<file path="config.mk">
export PLATFORM = sky130hd
export DESIGN_NAME = dtw_result_filter
export DESIGN_NICKNAME = d
export VERILOG_FILES = /design/src/rtl/dtw_pkg.sv /design/src/rtl/dtw_result_stats.sv /design/src/rtl/dtw_result_filter.sv
export SDC_FILE = /design/constraint.sdc
export NUM_CORES = 1
export LEC_CHECK = 0
export ABC_CLOCK_PERIOD_IN_PS = 3200
export CAP_MARGIN = 20
export CORE_UTILIZATION = 45
export DETAILED_ROUTE_END_ITERATION = 7
export GPL_ROUTABILITY_DRIVEN = 0
export GPL_TIMING_DRIVEN = 0
export PLACE_DENSITY_LB_ADDON = 0.12
export SLEW_MARGIN = 5
export SYNTH_ARGS = -nofsm -noshare
export SYNTH_HDL_FRONTEND = slang
export SYNTH_SLANG_ARGS = --single-unit
</file>
<file path="constraint.sdc">
create_clock -name clk -period 3.2 [get_ports clk]
set_input_delay 0.64 -clock clk [delete_from_list [all_inputs] [get_ports clk]]
set_output_delay 0.64 -clock clk [all_outputs]
set_load 0.005 [all_outputs]
</file>
<file path="src/rtl/dtw_pkg.sv">
// Shared definitions for the DTW result path: FSM states, record word indices
// and the position of the match flag in the emitted cost word.
package dtw_pkg;

  typedef enum logic [1:0] {
    COLLECT = 2'd0,
    DECIDE  = 2'd1,
    EMIT    = 2'd2
  } state_t;

  localparam logic [1:0] IDX_QID  = 2'd0;
  localparam logic [1:0] IDX_POS  = 2'd1;
  localparam logic [1:0] IDX_COST = 2'd2;

  localparam int MATCH_BIT = 31;

endpackage

</file>
<file path="src/rtl/dtw_result_stats.sv">
// Record / match statistics counters for the result filter.
// A clear in the same cycle as a decision wins; that record is not counted.
module dtw_result_stats #(
  parameter int CNT_WIDTH = 32
) (
  input  logic                 clk,
  input  logic                 rst,
  input  logic                 clear_i,
  input  logic                 decide_i,
  input  logic                 match_i,
  output logic [CNT_WIDTH-1:0] rec_count_o,
  output logic [CNT_WIDTH-1:0] match_count_o
);

  logic [CNT_WIDTH-1:0] rec_q, match_q;

  always_ff @(posedge clk or negedge rst) begin
    if (!rst) begin
      rec_q   <= '0;
      match_q <= '0;
    end else if (clear_i) begin
      rec_q   <= '0;
      match_q <= '0;
    end else if (decide_i) begin
      rec_q <= rec_q + 1'b1;
      if (match_i) match_q <= match_q + 1'b1;
    end
  end

  assign rec_count_o   = rec_q;
  assign match_count_o = match_q;

endmodule

</file>
<file path="src/rtl/dtw_result_filter.sv">
// Threshold filter for DTW results: collects 3-word records, tags match/non-match
// against the software threshold, optionally drops non-matches, re-emits framed records.
module dtw_result_filter
  import dtw_pkg::*;
#(
  parameter int AXIS_WIDTH = 32,
  parameter int WIDTH      = 16,
  parameter int CNT_WIDTH  = 32
) (
  input  logic                  clk,
  input  logic                  rst,
  input  logic [WIDTH-1:0]      threshold,
  input  logic                  drop_nonmatch,
  input  logic                  clear_stats,
  input  logic [AXIS_WIDTH-1:0] s_axis_tdata,
  input  logic                  s_axis_tvalid,
  output logic                  s_axis_tready,
  output logic [AXIS_WIDTH-1:0] m_axis_tdata,
  output logic                  m_axis_tvalid,
  input  logic                  m_axis_tready,
  output logic                  m_axis_tlast,
  output logic                  busy,
  output logic [CNT_WIDTH-1:0]  rec_count,
  output logic [CNT_WIDTH-1:0]  match_count
);

  state_t                state_q;
  logic [1:0]            idx_q;
  logic [AXIS_WIDTH-1:0] qid_q, pos_q;
  logic [WIDTH-1:0]      cost_q;
  logic                  match_q;
  logic                  s_rdy_q;
  logic                  m_valid_q, m_last_q;
  logic [AXIS_WIDTH-1:0] m_data_q;

  logic                  match_w;
  logic                  decide_w;
  logic [AXIS_WIDTH-1:0] cost_word_w;

  assign match_w  = (cost_q < threshold);
  assign decide_w = (state_q == DECIDE);

  always_comb begin
    cost_word_w            = '0;
    cost_word_w[WIDTH-1:0] = cost_q;
    cost_word_w[MATCH_BIT] = match_q;
  end

  // idx_q counts input words in COLLECT and output words in EMIT
  always_ff @(posedge clk or negedge rst) begin
    if (!rst) begin
      state_q   <= COLLECT;
      idx_q     <= IDX_QID;
      qid_q     <= '0;
      pos_q     <= '0;
      cost_q    <= '0;
      match_q   <= 1'b0;
      s_rdy_q   <= 1'b0;
      m_valid_q <= 1'b0;
      m_last_q  <= 1'b0;
      m_data_q  <= '0;
    end else begin
      case (state_q)
        COLLECT: begin
          s_rdy_q <= 1'b1;
          if (s_rdy_q && s_axis_tvalid) begin
            case (idx_q)
              IDX_QID: qid_q  <= s_axis_tdata;
              IDX_POS: pos_q  <= s_axis_tdata;
              default: cost_q <= s_axis_tdata[WIDTH-1:0];
            endcase
            if (idx_q == IDX_COST) begin
              state_q <= DECIDE;
              idx_q   <= IDX_QID;
              s_rdy_q <= 1'b0;
            end else begin
              idx_q <= idx_q + 2'd1;
            end
          end
        end
        DECIDE: begin
          match_q <= match_w;
          if (match_w || !drop_nonmatch) begin
            state_q   <= EMIT;
            idx_q     <= IDX_QID;
            m_valid_q <= 1'b1;
            m_last_q  <= 1'b0;
            m_data_q  <= qid_q;
          end else begin
            state_q <= COLLECT;
            s_rdy_q <= 1'b1;
          end
        end
        EMIT: begin
          if (m_axis_tready) begin
            case (idx_q)
              IDX_QID: begin
                idx_q    <= IDX_POS;
                m_data_q <= pos_q;
              end
              IDX_POS: begin
                idx_q    <= IDX_COST;
                m_data_q <= cost_word_w;
                m_last_q <= 1'b1;
              end
              default: begin
                idx_q     <= IDX_QID;
                state_q   <= COLLECT;
                m_valid_q <= 1'b0;
                m_last_q  <= 1'b0;
                s_rdy_q   <= 1'b1;
              end
            endcase
          end
        end
        default: begin
          state_q <= COLLECT;
          idx_q   <= IDX_QID;
        end
      endcase
    end
  end

  dtw_result_stats #(.CNT_WIDTH(CNT_WIDTH)) u_stats (
    .clk           (clk),
    .rst           (rst),
    .clear_i       (clear_stats),
    .decide_i      (decide_w),
    .match_i       (match_w),
    .rec_count_o   (rec_count),
    .match_count_o (match_count)
  );

  assign s_axis_tready = s_rdy_q;
  assign m_axis_tvalid = m_valid_q;
  assign m_axis_tlast  = m_last_q;
  assign m_axis_tdata  = m_data_q;
  assign busy          = !((state_q == COLLECT) && (idx_q == IDX_QID));

endmodule

</file>
==> PnR_summary.wiki <==
{| class="wikitable"
! Metric !! Value
|-
| Number of cells on the worst reg-to-reg path || 10
|-
| Final critical-path required period || 3.059 ns
|-
| Number of library cell types mapped by synthesis || 55
|-
| GR Overflow Total || 0
|-
| Initial antenna violation count || 0
|-
| Kind of path behind the tightest hold check || input pin to async pin
|-
| Total count of max-transition violations in the final report || 0
|-
| CTS H-tree lvls || 4
|-
| Most used cells in the layout excluding fill and tap cells || sky130_fd_sc_hd__dfrtp_1 (184), sky130_fd_sc_hd__clkdlybuf4s50_1 (151), sky130_fd_sc_hd__mux2_2 (90)
|-
| CTS tree || built
|-
| Initial DRT Pass Iterations || 5
|-
| Post-Route WL || 20890 um
|-
| Die Footprint || 20250 um2
|-
| Post-synthesis async set-or-reset flop share || 1.000
|-
| Number of maximum-capacitance violations || 0
|-
| Top cell by count, worst path || sky130_fd_sc_hd__buf_4
|-
| Leakage power of the design || 4.661 nW
|-
| Data required time of the critical path || 3.54 ns
|-
| Net count, final || 1067
|-
| # clock sinks || 184
|-
| Cell at the root of the clock tree || sky130_fd_sc_hd__clkbuf_16
|-
| Proportion of layout cells with a drive suffix above 1 || 0.1483
|-
| Area of the core region || 19020 um2
|-
| Vias per cell || 5.383
|-
| Clk_skew || 0.01241 ns
|-
| Master of the slowest instance on the critical path || sky130_fd_sc_hd__or4_1
|-
| Number of endpoints failing setup at the final stage || 0
|-
| Period Utilization, post-route || 0.9560
|-
| Post-detailed-placement cell area || 10740 um2
|-
| Setup slack, reg-to-reg || 0.35 ns
|-
| Global Route met2 Usage || 0.3470
|-
| Signal arrival time at the worst endpoint || 3.39 ns
|-
| Number of warnings issued by yosys || 0
|-
| Via count of the first global-routing pass || 6659
|-
| Net count of the mapped netlist || 895
|-
| # DRC || 0
|-
| Sum of negative setup slack || 0 ns
|-
| Syn Area/Cell || 10.80 um2
|-
| Vertical extent of the die || 142.3 um
|-
| Inserted Clock Buffers || 17
|-
| Portion of the post-synthesis area used by sequential elements || 0.5197
|-
| All-layer global routing usage || 0.2168
|-
| IO buf count || 152
|-
| Type of the worst setup path || input pin to flop
|-
| Grt peak-use layer || met2
|-
| GR Util met1 || 0.3028
|-
| Summed instance area of the synthesized netlist || 8860 um2
|-
| Relative slew slack || 0.5138
|-
| Min Hold Slack || 0.1802 ns
|-
| Minimum setup slack in the final design || 0.1409 ns
|-
| Number of diodes added for antenna fixing || 0
|-
| Initial Util || 0.4659
|-
| Clock transition at the registers of the reported paths || 0.08 ns
|-
| Synthesis-stage register bit count || 184
|-
| Reg-to-Reg Start || state_q[1]
|-
| Fmax achieved || 326.9 MHz
|-
| Post-detailed-route wirelength per cell || 16.51 um
|-
| Cell Chain, Critical Path || clkdlybuf4s50_1 -> inv_1 -> ha_1 -> and4_1 -> nand4_1 -> buf_4 -> or4_1 -> buf_2 -> nand3_4 -> buf_6 -> buf_4 -> o31ai_1 -> a21oi_1
|-
| Leading cell type in the layout, fill and taps excluded || sky130_fd_sc_hd__dfrtp_1
|-
| Slew of the pin with the lowest slew margin || 0.7292 ns
|-
| Overall die width || 142.3 um
|-
| Initial detailed-routing violation count || 325
|-
| Number of placed I/O pins || 154
|-
| Final hold violation count || 0
|-
| Global-route wire length before repair || 34490 um
|-
| Met3 track demand over resource || 0.03970
|-
| Cell count after synthesis || 820
|-
| Primary FF master, synth || sky130_fd_sc_hd__dfrtp_1
|-
| Critical path peak fanout || 10
|-
| Number of flops mapped to enable cells by yosys || 0
|-
| Power per Cell Area || 774.6 nW/um2
|-
| Post-route ant nets || 0
|-
| Worst skew pair latency || 0.43 ns
|-
| Setup slack after placement || -0.9113 ns
|-
| Proportion of netlist area held by the largest area contributor || 0.5197
|-
| Final core utilization || 0.5990
|-
| Max VDD drop || 0.0004951 V
|-
| Bufs on Longest Clock Path || 2
|-
| Design area || 11390 um2
|-
| Status || finished clean
|-
| Area growth from synthesis to final layout || 28.58%
|-
| Placement row count || 50
|-
| Total via count after detailed routing || 6810
|-
| Kind of launch point of the worst setup path || input pin
|-
| Crit. End Element || flop
|-
| Highest cell delay on the worst timing path || 0.50 ns
|-
| Worst reg2reg path endpoint || u_stats.rec_count_o[28]
|-
| DP HPWL || 14710 um
|-
| Top post-synthesis cells by area || sky130_fd_sc_hd__dfrtp_1 (52%), sky130_fd_sc_hd__mux2_2 (11%), sky130_fd_sc_hd__ha_1 (3.0%)
|-
| Cell type contributing the most total cell area after synthesis || sky130_fd_sc_hd__dfrtp_1
|-
| Pin count of the biggest net entering global routing || 94
|}
## critical path: cells and delay by family
kind | cells | cell delay [ns]
AO/OA/AOI/OAI | 2 | 0.25
adder cells (fa/ha/maj) | 1 | 0.28
buffers and inverters | 6 | 1.21
AND/OR/NAND/NOR | 4 | 1.01
## cells in the mapped netlist, types with 2 or more instances
cell and count:
sky130_fd_sc_hd__buf_4 2, sky130_fd_sc_hd__o21ai_0 45, sky130_fd_sc_hd__and2_1 4, sky130_fd_sc_hd__mux2_2 90
sky130_fd_sc_hd__o31ai_1 20, sky130_fd_sc_hd__a21oi_1 32, sky130_fd_sc_hd__or4_1 18, sky130_fd_sc_hd__a31oi_1 35
sky130_fd_sc_hd__nor4_1 3, sky130_fd_sc_hd__xnor2_1 10, sky130_fd_sc_hd__ha_1 21, sky130_fd_sc_hd__nand4_1 19
sky130_fd_sc_hd__or2_2 4, sky130_fd_sc_hd__mux2i_1 5, sky130_fd_sc_hd__o21a_1 2, sky130_fd_sc_hd__buf_2 6
sky130_fd_sc_hd__xor2_1 24, sky130_fd_sc_hd__dfrtp_1 184, sky130_fd_sc_hd__buf_1 4, sky130_fd_sc_hd__and4_1 8
sky130_fd_sc_hd__nand2b_1 2, sky130_fd_sc_hd__mux2_1 7, sky130_fd_sc_hd__clkbuf_1 34, sky130_fd_sc_hd__nor3_1 5
sky130_fd_sc_hd__a21o_1 2, sky130_fd_sc_hd__nand3_1 25, sky130_fd_sc_hd__nor2_1 65, sky130_fd_sc_hd__inv_1 28
sky130_fd_sc_hd__nor2b_1 19, sky130_fd_sc_hd__or3_1 11, sky130_fd_sc_hd__and3_1 3, sky130_fd_sc_hd__nand2_1 60
## how the worst max path moves through the flow
stage / startpoint / endpoint / slack (ns) / cells after the start
CTS: threshold[14] / u_stats.match_count_o[20] / 0.008 / 11
global placement: rst / qid_q[16] / -6.47 / 1
floorplan: threshold[15] / m_axis_tdata[1] / 0.24 / 10
global route: threshold[14] / u_stats.match_count_o[25] / -0.00007 / 9
finish: threshold[14] / u_stats.match_count_o[19] / 0.14 / 13
detailed placement: threshold[14] / m_axis_tdata[9] / -0.91 / 11
## per-layer routing
layer,part of all wire,up-vias
met4,0.014,0
met2,0.47,156
met3,0.040,20
li1,-,3272
met5,0,-
met1,0.47,3362
## registers in the layout, indices dropped and copies added (netlist names), 2 cells and up
signal                 flops
cost_q                    16
idx_q                      2
m_axis_tdata              32
pos_q                     32
qid_q                     32
state_q                    2
u_stats.match_count_o     32
u_stats.rec_count_o       32
## what timing repair did
action                     in CTS  in global routing
pin swaps                       2                  0
setup buffers                   1                  1
resized for setup               6                 10
hold buffers                    0                  0
setup endpoints to repair      51                 49
## layout make-up
type	count	area [um2]
Buffer	45	210.2
Clock buffer	18	429.2
Clock inverter	14	155.1
Fill cell	1693	7626
Inverter	29	108.9
Multi-Input combinational cell	560	3990
Sequential cell	184	4604
Tap cell	260	325.3
Timing Repair Buffer	155	1569
## metrics by stage
stage                     cells  power [W]
final                      1265   0.008825
after global routing       1265   0.009427
after CTS                  1266   0.008890
after detailed placement   1233   0.006736
after global placement     1232   0.006671
after floorplan             820   0.005509
## power breakdown
group | internal [W] | switching, W | total (W)
Sequential | 0.00311 | 0.000464 | 0.00357
Clock | 0.00111 | 0.000995 | 0.00211
Combinational | 0.00169 | 0.00145 | 0.00314
## cells by family after synthesis
| family | after synthesis | share of synthesized area |
|---|---|---|
| and+or+nand+nor | 255 | 0.1505 |
| DFF | 184 | 0.5197 |
| AOI/OAI and AO/OA | 148 | 0.1028 |
| muxes | 102 | 0.1289 |
| buffers and inverters | 76 | 0.03474 |
| xor gates and xnor gates | 34 | 0.03361 |
| adders and majority gates | 21 | 0.02966 |
Note: power is estimated with default switching activity, not from simulation.
